[src/rtl/cpu_pkg.sv]
// Shared CPU front-end types and constants: word width, NOP encoding,
// the fetch queue entry layout and the default reset PC.
package cpu_pkg;

  localparam int WORD_W = 32;
  localparam logic [WORD_W-1:0] INSTR_NOP = 32'hE1A0_0000;
  localparam logic [WORD_W-1:0] DEFAULT_RESET_PC = 32'h0000_0000;

  typedef struct packed {
    logic [WORD_W-1:0] pc;
    logic [WORD_W-1:0] instr;
  } fetch_entry_t;

endpackage

[src/rtl/fetch_queue.sv]
// Synchronous FIFO of fetch entries. Flush beats push; a full queue accepts
// a push in the same cycle as a pop. Head entry reads as zero when empty.
module fetch_queue
  import cpu_pkg::*;
#(
  parameter int DEPTH = 2,
  localparam int PW = $clog2(DEPTH),
  localparam int CW = PW + 1
) (
  input  logic          clk,
  input  logic          reset,
  input  logic          push,
  input  logic          pop,
  input  logic          flush,
  input  fetch_entry_t  push_entry,
  output fetch_entry_t  head_entry,
  output logic [CW-1:0] count,
  output logic          empty,
  output logic          full
);

  fetch_entry_t  slots [DEPTH];
  logic [PW-1:0] head_reg;
  logic [PW-1:0] tail_reg;
  logic [CW-1:0] count_reg;
  logic          do_pop;
  logic          do_push;

  assign empty   = (count_reg == '0);
  assign full    = (count_reg == CW'(DEPTH));
  assign count   = count_reg;
  assign do_pop  = pop & ~empty;
  assign do_push = push & ~flush & (~full | do_pop);

  // Pointers wrap naturally because DEPTH is a power of two.
  always_ff @(posedge clk or posedge reset) begin
    if (reset) begin
      head_reg  <= '0;
      tail_reg  <= '0;
      count_reg <= '0;
    end else if (flush) begin
      head_reg  <= '0;
      tail_reg  <= '0;
      count_reg <= '0;
    end else begin
      if (do_push) tail_reg <= tail_reg + PW'(1);
      if (do_pop)  head_reg <= head_reg + PW'(1);
      count_reg <= count_reg + CW'(do_push) - CW'(do_pop);
    end
  end

  always_ff @(posedge clk) begin
    if (do_push) slots[tail_reg] <= push_entry;
  end

  assign head_entry = empty ? '0 : slots[head_reg];

endmodule

[src/rtl/instr_fetch_unit.sv]
// Fetch stage: PC register, prefetch queue and branch redirect.
// Optional macro FETCH_ALIGN_CHECK_EN adds fetch_fault for misaligned branch targets.
module instr_fetch_unit
  import cpu_pkg::*;
#(
  parameter int                MEM_BYTES   = 1024,
  parameter logic [WORD_W-1:0] RESET_PC    = DEFAULT_RESET_PC,
  parameter int                QUEUE_DEPTH = 2
) (
  input  logic              clk,
  input  logic              reset,
  output logic [WORD_W-1:0] imem_address,
  input  logic [WORD_W-1:0] imem_read_data,
  input  logic              branch_valid,
  input  logic [WORD_W-1:0] branch_target,
  output logic              instr_valid,
  input  logic              instr_ready,
  output logic [WORD_W-1:0] instr,
  output logic [WORD_W-1:0] instr_pc,
  output logic              fetch_halted
`ifdef FETCH_ALIGN_CHECK_EN
  ,
  output logic              fetch_fault
`endif
);

  localparam int CW = $clog2(QUEUE_DEPTH) + 1;
  localparam logic [WORD_W-1:0] PC_LIMIT = WORD_W'(MEM_BYTES - 3);

  logic [WORD_W-1:0] pc_reg, pc_next;
  logic              halted_reg, halted_next;
  logic              in_range;
  logic              pop;
  logic              push;
  fetch_entry_t      push_entry;
  fetch_entry_t      head_entry;
  logic [CW-1:0]     q_count;
  logic              q_empty;
  logic              q_full;
  logic              unused_full;

  assign unused_full  = q_full;
  assign in_range     = (pc_reg < PC_LIMIT);
  assign instr_valid  = ~q_empty;
  assign pop          = instr_valid & instr_ready;
  assign push         = ~branch_valid & ~halted_reg & in_range
                      & ((q_count < CW'(QUEUE_DEPTH)) | pop);
  assign push_entry   = '{pc: pc_reg, instr: imem_read_data};
  assign imem_address = pc_reg;
  assign instr        = head_entry.instr;
  assign instr_pc     = head_entry.pc;
  assign fetch_halted = halted_reg;

`ifdef FETCH_ALIGN_CHECK_EN
  logic fault_reg, fault_next;
  logic misaligned;
  assign misaligned  = (branch_target[1:0] != 2'b00);
  assign fetch_fault = fault_reg;
`else
  logic unused_align;
  assign unused_align = ^branch_target[1:0];
`endif

  always_comb begin
    pc_next     = pc_reg;
    halted_next = halted_reg;
`ifdef FETCH_ALIGN_CHECK_EN
    fault_next  = fault_reg;
`endif
    if (branch_valid) begin
`ifdef FETCH_ALIGN_CHECK_EN
      // A misaligned target parks the PC there and blocks fetch until an aligned branch.
      pc_next     = branch_target;
      halted_next = misaligned;
      fault_next  = misaligned;
`else
      pc_next     = {branch_target[WORD_W-1:2], 2'b00};
      halted_next = 1'b0;
`endif
    end else if (push) begin
      pc_next = pc_reg + 32'd4;
    end else if (!in_range) begin
      halted_next = 1'b1;
    end
  end

  always_ff @(posedge clk or posedge reset) begin
    if (reset) begin
      pc_reg     <= RESET_PC;
      halted_reg <= 1'b0;
`ifdef FETCH_ALIGN_CHECK_EN
      fault_reg  <= 1'b0;
`endif
    end else begin
      pc_reg     <= pc_next;
      halted_reg <= halted_next;
`ifdef FETCH_ALIGN_CHECK_EN
      fault_reg  <= fault_next;
`endif
    end
  end

  fetch_queue #(
    .DEPTH (QUEUE_DEPTH)
  ) u_queue (
    .clk        (clk),
    .reset      (reset),
    .push       (push),
    .pop        (pop),
    .flush      (branch_valid),
    .push_entry (push_entry),
    .head_entry (head_entry),
    .count      (q_count),
    .empty      (q_empty),
    .full       (q_full)
  );

endmodule

[config.mk]
export PLATFORM = sky130hd
export DESIGN_NAME = instr_fetch_unit
export DESIGN_NICKNAME = d
export VERILOG_FILES = /design/src/rtl/cpu_pkg.sv /design/src/rtl/fetch_queue.sv /design/src/rtl/instr_fetch_unit.sv
export SDC_FILE = /design/constraint.sdc
export NUM_CORES = 1
export LEC_CHECK = 0
export CAP_MARGIN = 30
export CORE_MARGIN = 5
export CORE_UTILIZATION = 45
export DETAILED_ROUTE_END_ITERATION = 8
export PLACE_DENSITY = 0.83
export SLEW_MARGIN = 0
export SYNTH_ARGS = -nofsm -noshare
export SYNTH_HDL_FRONTEND = slang
export SYNTH_HIERARCHICAL = 1
export SYNTH_SLANG_ARGS = --single-unit
[constraint.sdc]
create_clock -name clk -period 9.9 [get_ports clk]
set_clock_uncertainty 0.05 [all_clocks]
set_input_delay 1.98 -clock clk [delete_from_list [all_inputs] [get_ports clk]]
set_output_delay 1.98 -clock clk [all_outputs]
set_load 0.05 [all_outputs]
# Word level (Yosys, flattened, before mapping)
# Memory sizes are Yosys's and may differ from the RTL's.
# Cells that the tools add are included.
[word_totals]
reg_bits = 37
ramBits = 128
output_inout_bits = 98
wordCells = 47
memories = 1
input_bits = 68
[classes]
bitwise_logic = 13
n_eq_ne = 3
reduce_logical = 5
n_addsub = 5
magnitude_cmp = 2
mux = 13
[mem_list]
columns = ["name", "depth", "width", "read_ports", "rd_clocked_by_memory_dff", "write_ports", "line", "source"]
rows = [
  ["u_queue.slots", 2, 64, 1, 0, 1, "fetch_queue.sv:22", "fetch_entry_t slots [DEPTH];"],
]
[ops]
columns = ["op", "count"]
rows = [
  ["$mux 32", 2],
  ["$mux 64", 1],
  ["$add 32x3->32 const B", 1],
  ["$lt 32x10->1 const B", 1],
  ["$mux 1", 9],
  ["$and 1x1->1", 7],
  ["$reduce_bool 2->1", 3],
  ["$ne 2x2->1 const B", 2],
  ["$not 1->1", 4],
  ["$add 1x1->1 const B", 2],
  ["$add 2x1->2", 1],
  ["$eq 2x2->1 const B", 1],
  ["$logic_not 2->1", 1],
  ["$lt 2x2->1 const B", 1],
  ["$mux 2", 1],
  ["$or 1x1->1", 2],
  ["$reduce_and 2->1", 1],
  ["$sub 2x1->2", 1],
]

# Depth between registers and ports, before layout
[depth]
depth_word = 10
depth_mapped = 12
ltp_nobuf = 10

# Hierarchy
# The synthesis kept the hierarchy.
[modules_own_cells]
columns = ["module", "area_per_inst_um2", "n_inst", "cells_each", "seq_area_each_um2"]
rows = [
  ["fetch_queue", 5089.9, 1, 299, 3943.8],
  ["instr_fetch_unit", 1572.8, 1, 133, 775.7],
]

# Least setup slack after synthesis
# No wires, ideal clock.
[synth_timing]
path_type = "in2reg"
start = "in instr_ready"
end = "mem u_queue/slots[0][0] in the netlist's numbering (enable)"
arrival_time_ps = 9038
setup_ps = 646
path_slack_ps = 165
t_required_ps = 9204
stages = 6
n_path_buf = 1
cell_sequence = "nor2b_1 > o211a_1 > buf_6 > and3_2 > inv_1 > nor4_1"
[synth_via]
elab_chain_cells = 7
word_cells_on_any_way = 9
classes_between = "2 x mux; 7 x bitwise"
[synth_lines]
columns = ["item", "line", "source"]
rows = [
  ["from (decl)", "instr_fetch_unit.sv:17", "input logic instr_ready,"],
  ["$and 1x1->1", "instr_fetch_unit.sv:45", "assign pop = instr_valid & instr_ready;"],
  ["$or 1x1->1", "instr_fetch_unit.sv:47", "& ((q_count < CW'(QUEUE_DEPTH)) | pop);"],
  ["$and 1x1->1", "instr_fetch_unit.sv:47", ""],
  ["named net push", "instr_fetch_unit.sv:34", "logic push;"],
  ["$and 1x1->1 (2 in series)", "fetch_queue.sv:33", "assign do_push = push & ~flush & (~full | do_pop);"],
  ["$mux 1", "fetch_queue.sv:53", "if (do_push) slots[tail_reg] <= push_entry;"],
  ["$mux 1 (implied by the code)", "fetch_queue.sv:53", ""],
  ["to (decl)", "fetch_queue.sv:22", ""],
]
# The timed path passes the listed nets, and every way through them passes these cells.

# Worst setup path after layout
[layout_timing]
start = "in instr_ready"
end = "mem u_queue/slots[1][18] in the netlist's numbering (enable)"
[layout_via]
elab_chain_cells = 7
word_cells_on_any_way = 9
classes_between = "2 x mux; 7 x bitwise"
[layout_lines]
columns = ["item", "line", "source"]
rows = [
  ["$and 1x1->1", "instr_fetch_unit.sv:45", ""],
  ["named net pop", "instr_fetch_unit.sv:33", "logic pop;"],
  ["$or 1x1->1", "instr_fetch_unit.sv:47", ""],
  ["$and 1x1->1", "instr_fetch_unit.sv:47", ""],
  ["named net push", "instr_fetch_unit.sv:34", ""],
  ["$and 1x1->1 (2 in series)", "fetch_queue.sv:33", ""],
  ["$mux 1", "fetch_queue.sv:53", ""],
  ["$mux 1 (implied by the code)", "fetch_queue.sv:53", ""],
]
# The timed path passes the listed nets, and every way through them passes these cells.

==> summary.txt <==
Place
  • HPWL Detailed: 9907 um
  • IO buf count: between 150 and 200
  • Routability cong.: 0.7683
  • Area after DPL: ~0.0084 mm2

Power
  • Switching Fraction: 23.06%
  • Worst vdd ir: 0.0001076 V
  • Leak pwr: between 3 and 4 nW
  • Clock power share: 39.8%
  • Internal power: 1.162 mW
  • Combinational group share of total power: 8.7%
  • Psw: between 0.3 and 0.4 mW
  • Total power draw: 1.511 mW
  • Register share of total power: 51.5%
  • Cell Pwr Density: between 150 and 200 mW/mm2

Drt
  • Vias/cell: 5.157
  • DRC errors left: 0
  • Post-DRT Antenna Nets: 0
  • TritonRoute pass-1 iters: 4
  • Final WL: 14510 um
  • 1st-iter DRT viols: 200
  • Via Count: 4110
  • DR WL/cell: 18.21 um

Setup path
  • R2r setup slk: ~6 ns
  • CP top delay family: simple AND/OR/NAND/NOR gates
  • Setup crit start kind: primary input
  • Max incr delay on CP: 0.76 ns
  • Critical Path Stages: 7
  • Crit-path cells: clkdlybuf4s50_1 -> nor2b_1 -> o211a_1 -> and3_2 -> nor2b_1 -> and3b_2 -> buf_4
  • Worst Setup End Kind: register
  • Crit-path most repeated cell: nor2b_1
  • Bufs and invs on worst path: 2
  • Critical-path top delay cell: and3b_2
  • Critical path type: in -> reg
  • Data required time of the worst path: 9.91 ns
  • Critical path arrival: 5.17 ns
  • CP Max Fanout: 33
  • Worst r2r path cells: 6

Timing
  • # setup viols final: 0
  • Final setup TNS: 0 ns
  • Final hold viol count: 0
  • Least-Margin Pin Slew: between 0.9 and 1 ns
  • Final hold slack: 0.4969 ns
  • Final period util: 52.09%
  • RSZ-0062 raised after global routing: no
  • Slew HR: 38.55%
  • Slew Limit Fails: 0
  • Max Fclk: slightly below 0.2 GHz
  • Fin crit period: 5.157 ns

Synth
  • Synth async-reset ratio: 21.47%
  • Post-synthesis register bit count: 163
  • Syn Inst Count: 432
  • Top cell type by total area after synthesis: edfxtp_1
  • Register area share after synthesis: 70.84%
  • Count leader, synth: edfxtp_1
  • Largest cells by area after synthesis: edfxtp_1 (58%), dfrtp_1 (13%), mux2i_1 (9.6%)
  • Post-synth EDFFs: 128
  • Synth warn: 6
  • Top cell type's share of synthesized area: between 50% and 60%
  • Synth cell count leaders: edfxtp_1 (128), nor2_1 (72), mux2i_1 (64), dfrtp_1 (35), mux2_2 (21)
  • Cell variety after synth: 52
  • Cell Area, Synth: 0.006663 mm2
  • Ys flop type: edfxtp_1
  • Avg Inst Size Synth: roughly 15 um2

Global route
  • Vias in the first global route: 4420
  • GRT Util Overall: 17.05%
  • Initial antenna violation count: 0
  • Global-route wire length before repair: 23380 um
  • Largest net degree at the start of global routing: 48
  • Remaining Overflow, GRT: 0

Run status
  • Run status: finished clean

CTS
  • Reg clk slew, reported paths: ~0.06 ns
  • CTS Buf Count: 17
  • Post_cts resized: 0
  • Hold buffers post-CTS: 0
  • TritonCTS clock tree: done
  • H-tree depth: 4
  • Clk root buf: clkbuf_16
  • Post-CTS Setup Inserts: 0
  • Clock Sinks: 163
  • Worst-case clock buffer depth: 2
  • Worst-Skew Late Latency: 0.42 ns

Worst hold path
  • Hold Crit Class: reg -> reg
  • Min-Delay Path Depth: 0

Layout
  • Syn-to-layout area delta: 34.99%
  • Share of cells above drive strength 1: 12.23%
  • Max reg flops: 128
  • Diodes inserted: 0
  • Fillers: 1105
  • Post-route cell area: 0.008994 mm2
  • Final net count: 670

Floorplan
  • Initial Util: 45.84%
  • Row Count: 44
  • Core area: 0.01453 mm2
  • Die span in x: 131.7 um
  • Die Y-Extent: 131.7 um
  • Boundary pin count: 166
  • Die ar.: 0.01734 mm2

Run
  • Max_cap viols: 0
## worst paths after layout
path | startpoint | to
max | instr_ready | u_queue/slots[1][18]$_DFFE_PP_
min | imem_address[13]$_DFFE_PP0P_ | u_queue/slots[0][45]$_DFFE_PP_
max reg2reg | imem_address[25]$_DFFE_PP0P_ | u_queue/slots[1][18]$_DFFE_PP_
min reg2reg | imem_address[13]$_DFFE_PP0P_ | u_queue/slots[0][45]$_DFFE_PP_
max in group asynchronous | reset | imem_address[3]$_DFFE_PP0P_
min in group asynchronous | reset | u_queue/head_reg$_DFFE_PP0P_
## routing by layer
layer / vias up / track usage (%) / share of wire [%]
met3: 11 / 6.116 / 5.9
li1: 1929 / - / -
met1: 2026 / 20.55 / 42
met5: - / 0 / 0
met4: 0 / 5.029 / 0.76
met2: 144 / 28.89 / 51
## area by class of cell
class	instances	area (um2)	area share, %
tap	184	230.2	2.560
clock buffer	22	485.5	5.398
timing repair buffer	167	1672	18.59
sequential	163	4723	52.52
clock inverter	10	71.32	0.7930
inverter	11	41.29	0.4591
multi-input combinational	240	1770	19.69
## power groups by stage
stage	registers [mW]	clock network, mW	logic (mW)
final	0.777	0.602	0.132
after global routing	0.780	0.649	0.138
after CTS	0.777	0.618	0.133
after detailed placement	0.791	0	0.132
after global placement	0.790	0	0.128
after floorplan	0.830	0	0.0274
## kinds of logic (layout without fill, tap and decap cells)
kind of cell               Yosys count  in the layout  share of synthesized area (%)
other                                1              6                        0.05628
xor gates and xnor gates             1              1                         0.1315
adders and majority gates            2              2                         0.3755
and+or+nand+nor                    124            124                          9.765
DFF                                163            163                          70.84
muxes                               86             86                          13.33
AOI/OAI and AO/OA                   21             21                          2.404
buffers and inverters               34            210                          3.099
## stage by stage
step	utilization, %	cells	worst slack (ns)
CTS	61.88	797	4.768
finish	61.88	797	4.743
detailed placement	58.05	765	4.322
global placement	57.86	764	4.456
global route	61.88	797	4.521
floorplan	-	437	0.1654
## cell usage in the layout, fill, tap and decap left out, types with 2 or more instances in the layout
cell,netlist,layout
clkinv_2,0,2
clkinv_4,0,2
clkbuf_8,0,2
nor4_2,3,4
edfxtp_1,128,128
nor2b_1,7,7
nand2_1,5,5
nand4_1,9,9
clkbuf_1,3,2
a31oi_1,2,2
and3_1,2,2
conb_1,1,6
buf_4,4,5
clkinvlp_4,0,3
dfrtp_1,35,34
nor3_1,3,3
inv_1,10,10
ha_1,2,2
o21ai_0,4,4
a31o_2,2,2
and3_2,2,2
clkbuf_16,0,18
nor4_4,2,2
mux2_2,21,21
nand3_1,4,4
mux2i_1,64,64
nand2b_1,3,3
clkdlybuf4s50_1,0,160
a21oi_1,2,2
nor2_1,72,71
inv_4,0,2
No activity file was read; power rests on OpenSTA's default activity.
